### src/rtl/wave_cfg_pkg.sv
// wave_cfg_pkg: shared field codes, scheduler states and sizing for wave_cfg_sched.
package wave_cfg_pkg;
  localparam int NUM_CH = 8;
  localparam int W = 16;
  typedef enum logic [1:0] {
    FLD_AMP = 2'd0,
    FLD_OFS = 2'd1,
    FLD_PHW = 2'd2,
    FLD_RSV = 2'd3
  } fld_t;
  typedef enum logic [1:0] {
    IDLE  = 2'd0,
    ARMED = 2'd1,
    RAMP  = 2'd2
  } state_t;
endpackage

### src/rtl/amp_ramp.sv
// amp_ramp: per-channel amplitude slewing toward its target by at most step per enabled cycle.
module amp_ramp
  import wave_cfg_pkg::*;
(
  input  logic                clk,
  input  logic                reset,
  input  logic signed [W-1:0] target,
  input  logic        [W-1:0] step,
  input  logic                en,
  output logic signed [W-1:0] amp,
  output logic                done
);
  logic signed [W:0] diff;
  logic        [W:0] mag;
  always_comb begin
    diff = {target[W-1], target} - {amp[W-1], amp};
    mag  = diff[W] ? -diff : diff;
    done = mag <= {1'b0, step};
  end
  // done means this step lands exactly on the target, so no overshoot is possible
  always_ff @(posedge clk or posedge reset)
    if (reset) amp <= '0;
    else if (en) amp <= done ? target : (diff[W] ? amp - step : amp + step);
endmodule

### src/rtl/wave_cfg_sched.sv
// wave_cfg_sched: shadow-bank config writes, applied atomically to the active buses on the tick after commit.
// Define WAVE_CFG_RAMP_EN to slew amplitudes by RAMP_STEP per tick instead of jumping.
module wave_cfg_sched
  import wave_cfg_pkg::*;
#(
  parameter logic [15:0] RAMP_STEP = 16'd256
) (
  input  logic         clk,
  input  logic         reset,
  input  logic         wr_valid,
  output logic         wr_ready,
  input  logic [2:0]   wr_chan,
  input  logic [1:0]   wr_field,
  input  logic [15:0]  wr_data,
  input  logic         commit,
  input  logic         tick,
  output logic         busy,
  output logic         err,
  output logic [127:0] amps,
  output logic [127:0] offsets,
  output logic [127:0] phasewords
);
  state_t state, nxt;
  logic [NUM_CH-1:0][W-1:0] sh_amp, sh_ofs, sh_phw, amp_cur;
  logic acc, apply, all_done;
  if (RAMP_STEP == '0) begin : g_bad_step
    $fatal(1, "RAMP_STEP must be at least 1");
  end
  assign wr_ready = state == IDLE;
  assign busy     = state != IDLE;
  assign acc      = wr_valid & wr_ready;
  assign apply    = (state == ARMED) & tick;
  assign amps     = amp_cur;
  always_comb begin
    nxt = state;
    if (state == IDLE) nxt = commit ? ARMED : IDLE;
    else if (tick) nxt = all_done ? IDLE : RAMP;
  end
  always_ff @(posedge clk or posedge reset)
    if (reset) state <= IDLE;
    else state <= nxt;
  always_ff @(posedge clk or posedge reset)
    if (reset) begin
      sh_amp <= '0;
      sh_ofs <= '0;
      sh_phw <= '0;
      err    <= 1'b0;
    end else if (acc) begin
      if (wr_field == FLD_AMP) sh_amp[wr_chan] <= wr_data;
      if (wr_field == FLD_OFS) sh_ofs[wr_chan] <= wr_data;
      if (wr_field == FLD_PHW) sh_phw[wr_chan] <= wr_data;
      if (wr_field == FLD_RSV) err <= 1'b1;
    end
  always_ff @(posedge clk or posedge reset)
    if (reset) begin
      offsets    <= '0;
      phasewords <= '0;
    end else if (apply) begin
      offsets    <= sh_ofs;
      phasewords <= sh_phw;
    end
`ifdef WAVE_CFG_RAMP_EN
  logic [NUM_CH-1:0] done;
  logic step_en;
  // the shadow bank is frozen outside IDLE, so it doubles as the ramp target
  assign step_en  = tick & (state == ARMED | state == RAMP);
  assign all_done = &done;
  for (genvar c = 0; c < NUM_CH; c++) begin : g_ch
    amp_ramp u_ramp (
      .clk    (clk),
      .reset  (reset),
      .target (sh_amp[c]),
      .step   (RAMP_STEP),
      .en     (step_en),
      .amp    (amp_cur[c]),
      .done   (done[c])
    );
  end
`else
  assign all_done = 1'b1;
  always_ff @(posedge clk or posedge reset)
    if (reset) amp_cur <= '0;
    else if (apply) amp_cur <= sh_amp;
`endif
endmodule

### config.mk
export PLATFORM = sky130hd
export DESIGN_NAME = wave_cfg_sched
export DESIGN_NICKNAME = d
export VERILOG_FILES = /design/src/rtl/wave_cfg_pkg.sv /design/src/rtl/amp_ramp.sv /design/src/rtl/wave_cfg_sched.sv
export SDC_FILE = /design/constraint.sdc
export NUM_CORES = 1
export LEC_CHECK = 0
export ABC_AREA = 0
export CORE_MARGIN = 4
export CORE_UTILIZATION = 45
export CTS_BUF_LIST = sky130_fd_sc_hd__clkbuf_2
export CTS_CLUSTER_SIZE = 8
export DETAILED_ROUTE_END_ITERATION = 12
export DONT_BUFFER_PORTS = 1
export MAX_ROUTING_LAYER = met4
export PLACE_DENSITY = 0.59
export SYNTH_ARGS = -nofsm -noshare
export SYNTH_HDL_FRONTEND = slang
export SYNTH_SLANG_ARGS = --single-unit
### constraint.sdc
create_clock -name clk -period 34.7 [get_ports clk]
set_clock_uncertainty 0.15 [all_clocks]
set_input_delay 6.94 -clock clk [delete_from_list [all_inputs] [get_ports clk]]
set_output_delay 6.94 -clock clk [all_outputs]
set_load 0.005 [all_outputs]
Word-level counts from Yosys, hierarchy flattened --
Index checks and enable logic that the tools add are counted.
Word-level totals: register bits 771
Operators by class: magnitude comparators 2, eq/ne operators 4, multiplexer cells 8, bitwise operators 2, reductions and logical operators 9
Operator list (count):
- $bwmux W128 | 3
- $demux W16 S3 | 1
- $mux W16 | 1
- $reduce_and A2 Y1 | 4
- $eq A2 B1 Y1 const B | 2
- $eq A2 B2 Y1 const B | 2
- $logic_not A2 Y1 | 2
- $lt A3 B4 Y1 const B | 1
- $mux W2 | 2
- $reduce_bool A2 Y1 | 2
- $ge A3 B1 Y1 const B | 1
- $and A1 B1 Y1 | 2
- $logic_and A1 B1 Y1 | 1
- $mux W1 | 1

Logic depth before layout (Yosys ltp) --
depth after elaboration 5, mapped depth 5

Least setup slack after synthesis --
Ideal clock, no wire load.
kind input-to-reg, from input port wr_field[1], to register sh_amp[100] (netlist name), setup time 0.125 ns, data arrival time 8.216 ns, required time 34.425 ns, slack 26.209 ns, stages on the path 5, cell sequence or4b_1 buf_6 nor2_8 buf_12 mux2_4
On the way: longest elaborated chain between the ends 2
RTL lines:
- from (decl) | line wave_cfg_sched.sv:13 | input logic [1:0] wr_field,
- $logic_not A2 Y1 | line wave_cfg_sched.sv:49 | if (wr_field == FLD_AMP) sh_amp[wr_chan] <= wr_data;
- $reduce_and A2 Y1 (no source line)
- to (signal, indexed assignment) | line wave_cfg_sched.sv:49
- to (decl) | line wave_cfg_sched.sv:24 | logic [NUM_CH-1:0][W-1:0] sh_amp, sh_ofs, sh_phw, amp_cur;
Every way passes these cells. A chain may end at the register's enable or synchronous reset.

Worst setup path after layout --
from register state[0], to output port wr_ready
On the way: longest elaborated chain between the ends 1
RTL lines:
- from (decl) | line wave_cfg_sched.sv:23 | state_t state, nxt;
- from (signal assigned) | line wave_cfg_sched.sv:41 | else state <= nxt;
- $logic_not A2 Y1 | line wave_cfg_sched.sv:29 | assign wr_ready = state == IDLE;
- to (decl) | line wave_cfg_sched.sv:11 | output logic wr_ready,
Every way passes these cells.

==> out/results.txt <==
remaining design rule violation count -> 0
Die Height -> 262 microns
Worst-Skew Late Latency -> 1.32 ns
setup bufs post-CTS -> 0
final layout net count -> 1810
area added between synthesis and finish -> 7.59%
maximum vdd drop -> 0.0380 mV
leading cell type in the layout, fill and taps excluded -> dfrtp_1
site row count -> 92
hold path endpoint -> amps[79]
area of the mapped netlist -> 29000 sq um
Hold Path Stages -> 1
number of vias per cell after detailed routing -> 5.35
total power after layout -> 2080 uW
clock-pin slew on the worst setup and hold paths -> 0.12 ns
cell area after layout -> 31200 sq um
number of nets with antenna violations after routing -> 0
TritonCTS clock tree -> yes
Slowest-stage cell, CP -> dfrtp_1
Iteration-0 DRC Markers -> 716
Horiz. Die Dim -> 262 microns
area of the multi-input gates -> 9180 sq um
Top Family by Delay on Critical Path -> flip-flops
total wirelength of the detailed-routed design -> 70.9 mm
DR WL/cell -> 25.9 microns
flip-flop and latch count after synthesis -> 770
worst setup path class -> reg -> out
clock tree buffer depth -> 3
highest achievable clock rate -> 0.109 GHz
source of the worst hold timing path -> sh_amp[79]
RSZ-0062 raised after global routing -> no
number of failing setup endpoints in the final timing report -> 0
Boundary Pins -> 413
first drt pass iteration count -> 4
number of antenna violations at the first check in global routing -> 7
R2R Path Start -> state[0]
GPL Wtd Cong -> 0.715
reg2reg setup slack -> 31.65 ns
relative slew slack -> 0.235
Post-CTS Hold Fix Bufs -> 0
critical path cell sequence -> inv_1
delay contributed by the slowest stage of the critical path -> 0.64 ns
Setup TNS -> 0 ns
Tightest Pin Transition -> 1.15 ns
gr ovfl total -> 0
maximum fanout along the worst path -> 9
half-perimeter wire length of the detailed placement result -> 42.9 mm
dominant cell type by area after synthesis -> dfrtp_1
endpoint of the worst-slack reg-to-reg timing path -> phasewords[71]
Worst setup EP type -> primary output
cell count after synthesis -> 1685
Req. time, crit path -> 27.61 ns
via count -> 14600
largest net degree at the start of global routing -> 171
wire length of the first global-routing pass -> 104 mm
Clock Tree Root -> clkbuf_2
number of fill cells in the layout -> 5431
area of the core -> 63400 sq um
number of max-slew violations in the final report -> 0
number of global-route vias before repair -> 15800
layout cells sized above 1 -> 0.561
flip-flop and latch area -> 19300 sq um
PD cells -> 66.7 nW/um^2
Post-Synthesis Net Count -> 1711
Pleak -> 0.0157 uW
clock net sink count -> 770
die outline area -> 68600 sq um
worst path buffer plus inverter count -> 1
clock period minus worst slack -> 9.15 ns
logic depth of the worst register-to-register path -> 3
CP arrival -> 2.06 ns
final critical-path share of the clock period -> 0.264
Inserted Clock Buffers -> 191
H-Tree Level Count -> 4
PortBufs -> 0
Resized Gates After CTS -> 0
worst hold path class -> reg -> reg
number of warnings printed during yosys synthesis -> 0
most frequent cells in the layout -> 770 x dfrtp_1, 709 x mux2_2, 257 x clkbuf_2
Total Routing Usage GR -> 0.214
starting density of the core -> 0.457
Yosys cell types -> 27
number of hold violations in the final report -> 0
result of the run -> finished, final reports clean
Avg Synthesized Cell Area -> 17.2 sq um
placed standard-cell area -> 29600 sq um
synth top area cells -> dfrtp_1 66%, mux2_2 28%, mux2_4 2.1%, buf_2 0.81%, mux2_1 0.74%
fraction of post-synthesis cell area in the top cell type by area -> 0.664
max_cap viols -> 0
element type at the critical path start -> flop
portion of the post-synthesis area used by sequential elements -> 0.664
-- state kept, by name, indices dropped and copies added, names as in the netlist --
| name | flops |
|---|---|
| phasewords | 128 |
| amps | 128 |
| sh_phw | 128 |
| state | 1 |
| sh_ofs | 128 |
| offsets | 128 |
| sh_amp | 128 |
| err | 1 |
-- power by group --
group | total (uW) | internal (uW) | leakage (uW) | switching, uW
combinational | 246 | 162 | 0.00431 | 83.5
sequential | 1270 | 1100 | 0.0102 | 173
clock | 567 | 221 | 0.00119 | 346
-- per-stage QoR --
stage,hold slack (ns),setup WS [ns],cells,util
6_report,0.266,25.55,2738,0.492
3_5_place_dp,0.327,24.53,2437,0.467
3_3_place_gp,0.319,24.58,2437,0.467
5_1_grt,0.301,25.29,2738,0.492
2_1_floorplan,0.310,6.00,1685,-
4_1_cts,0.276,25.30,2737,0.492
-- logic make-up (layout without fill, tap and decap cells) --
group,Yosys count,count (layout),synth area share
AOI/OAI and AO/OA,2,2,0.000517
DFF,770,770,0.664
other,0,1,0
buffers and inverters,105,311,0.0193
and+or+nand+nor,40,40,0.0125
muxes,768,768,0.303
-- worst max-delay path by stage --
stage / startpoint / endpoint / slack, ns / cells after the start
after floorplan: reset / amps[0] / 6.00 / 1
after global placement: reset / sh_ofs[115] / 24.58 / 4
after detailed placement: reset / offsets[115] / 24.53 / 4
after CTS: state[0] / wr_ready / 25.30 / 1
after global routing: state[0] / wr_ready / 25.29 / 1
final: state[0] / wr_ready / 25.55 / 1
-- cell usage after synthesis, drive strengths merged --
cell type	n
nand4bb	2
nor3b	3
o21ai	1
nand2	14
nor4b	1
or4b	1
nor2	12
nand3b	3
and4bb	2
nand3	1
inv	2
dfrtp	770
mux2	768
nor3	1
buf	63
a41o	1
clkbuf	40
-- routing by layer --
metal  routed length, microns  track usage
met1                    27300        0.254
met2                    34700        0.335
met3                     7420       0.0878
met4                     1350       0.0691
met5                        0            -
-- cell type report --
type / count / share of cell area
clock inverter: 43 / 0.00878
tap: 846 / 0.0339
antenna: 1 / 0.0000802
multi-input combinational: 810 / 0.294
sequential: 770 / 0.617
clock buffer: 257 / 0.0412
timing repair buffer: 9 / 0.00377
inverter: 2 / 0.000481
Power figures use the tool's default switching activity.
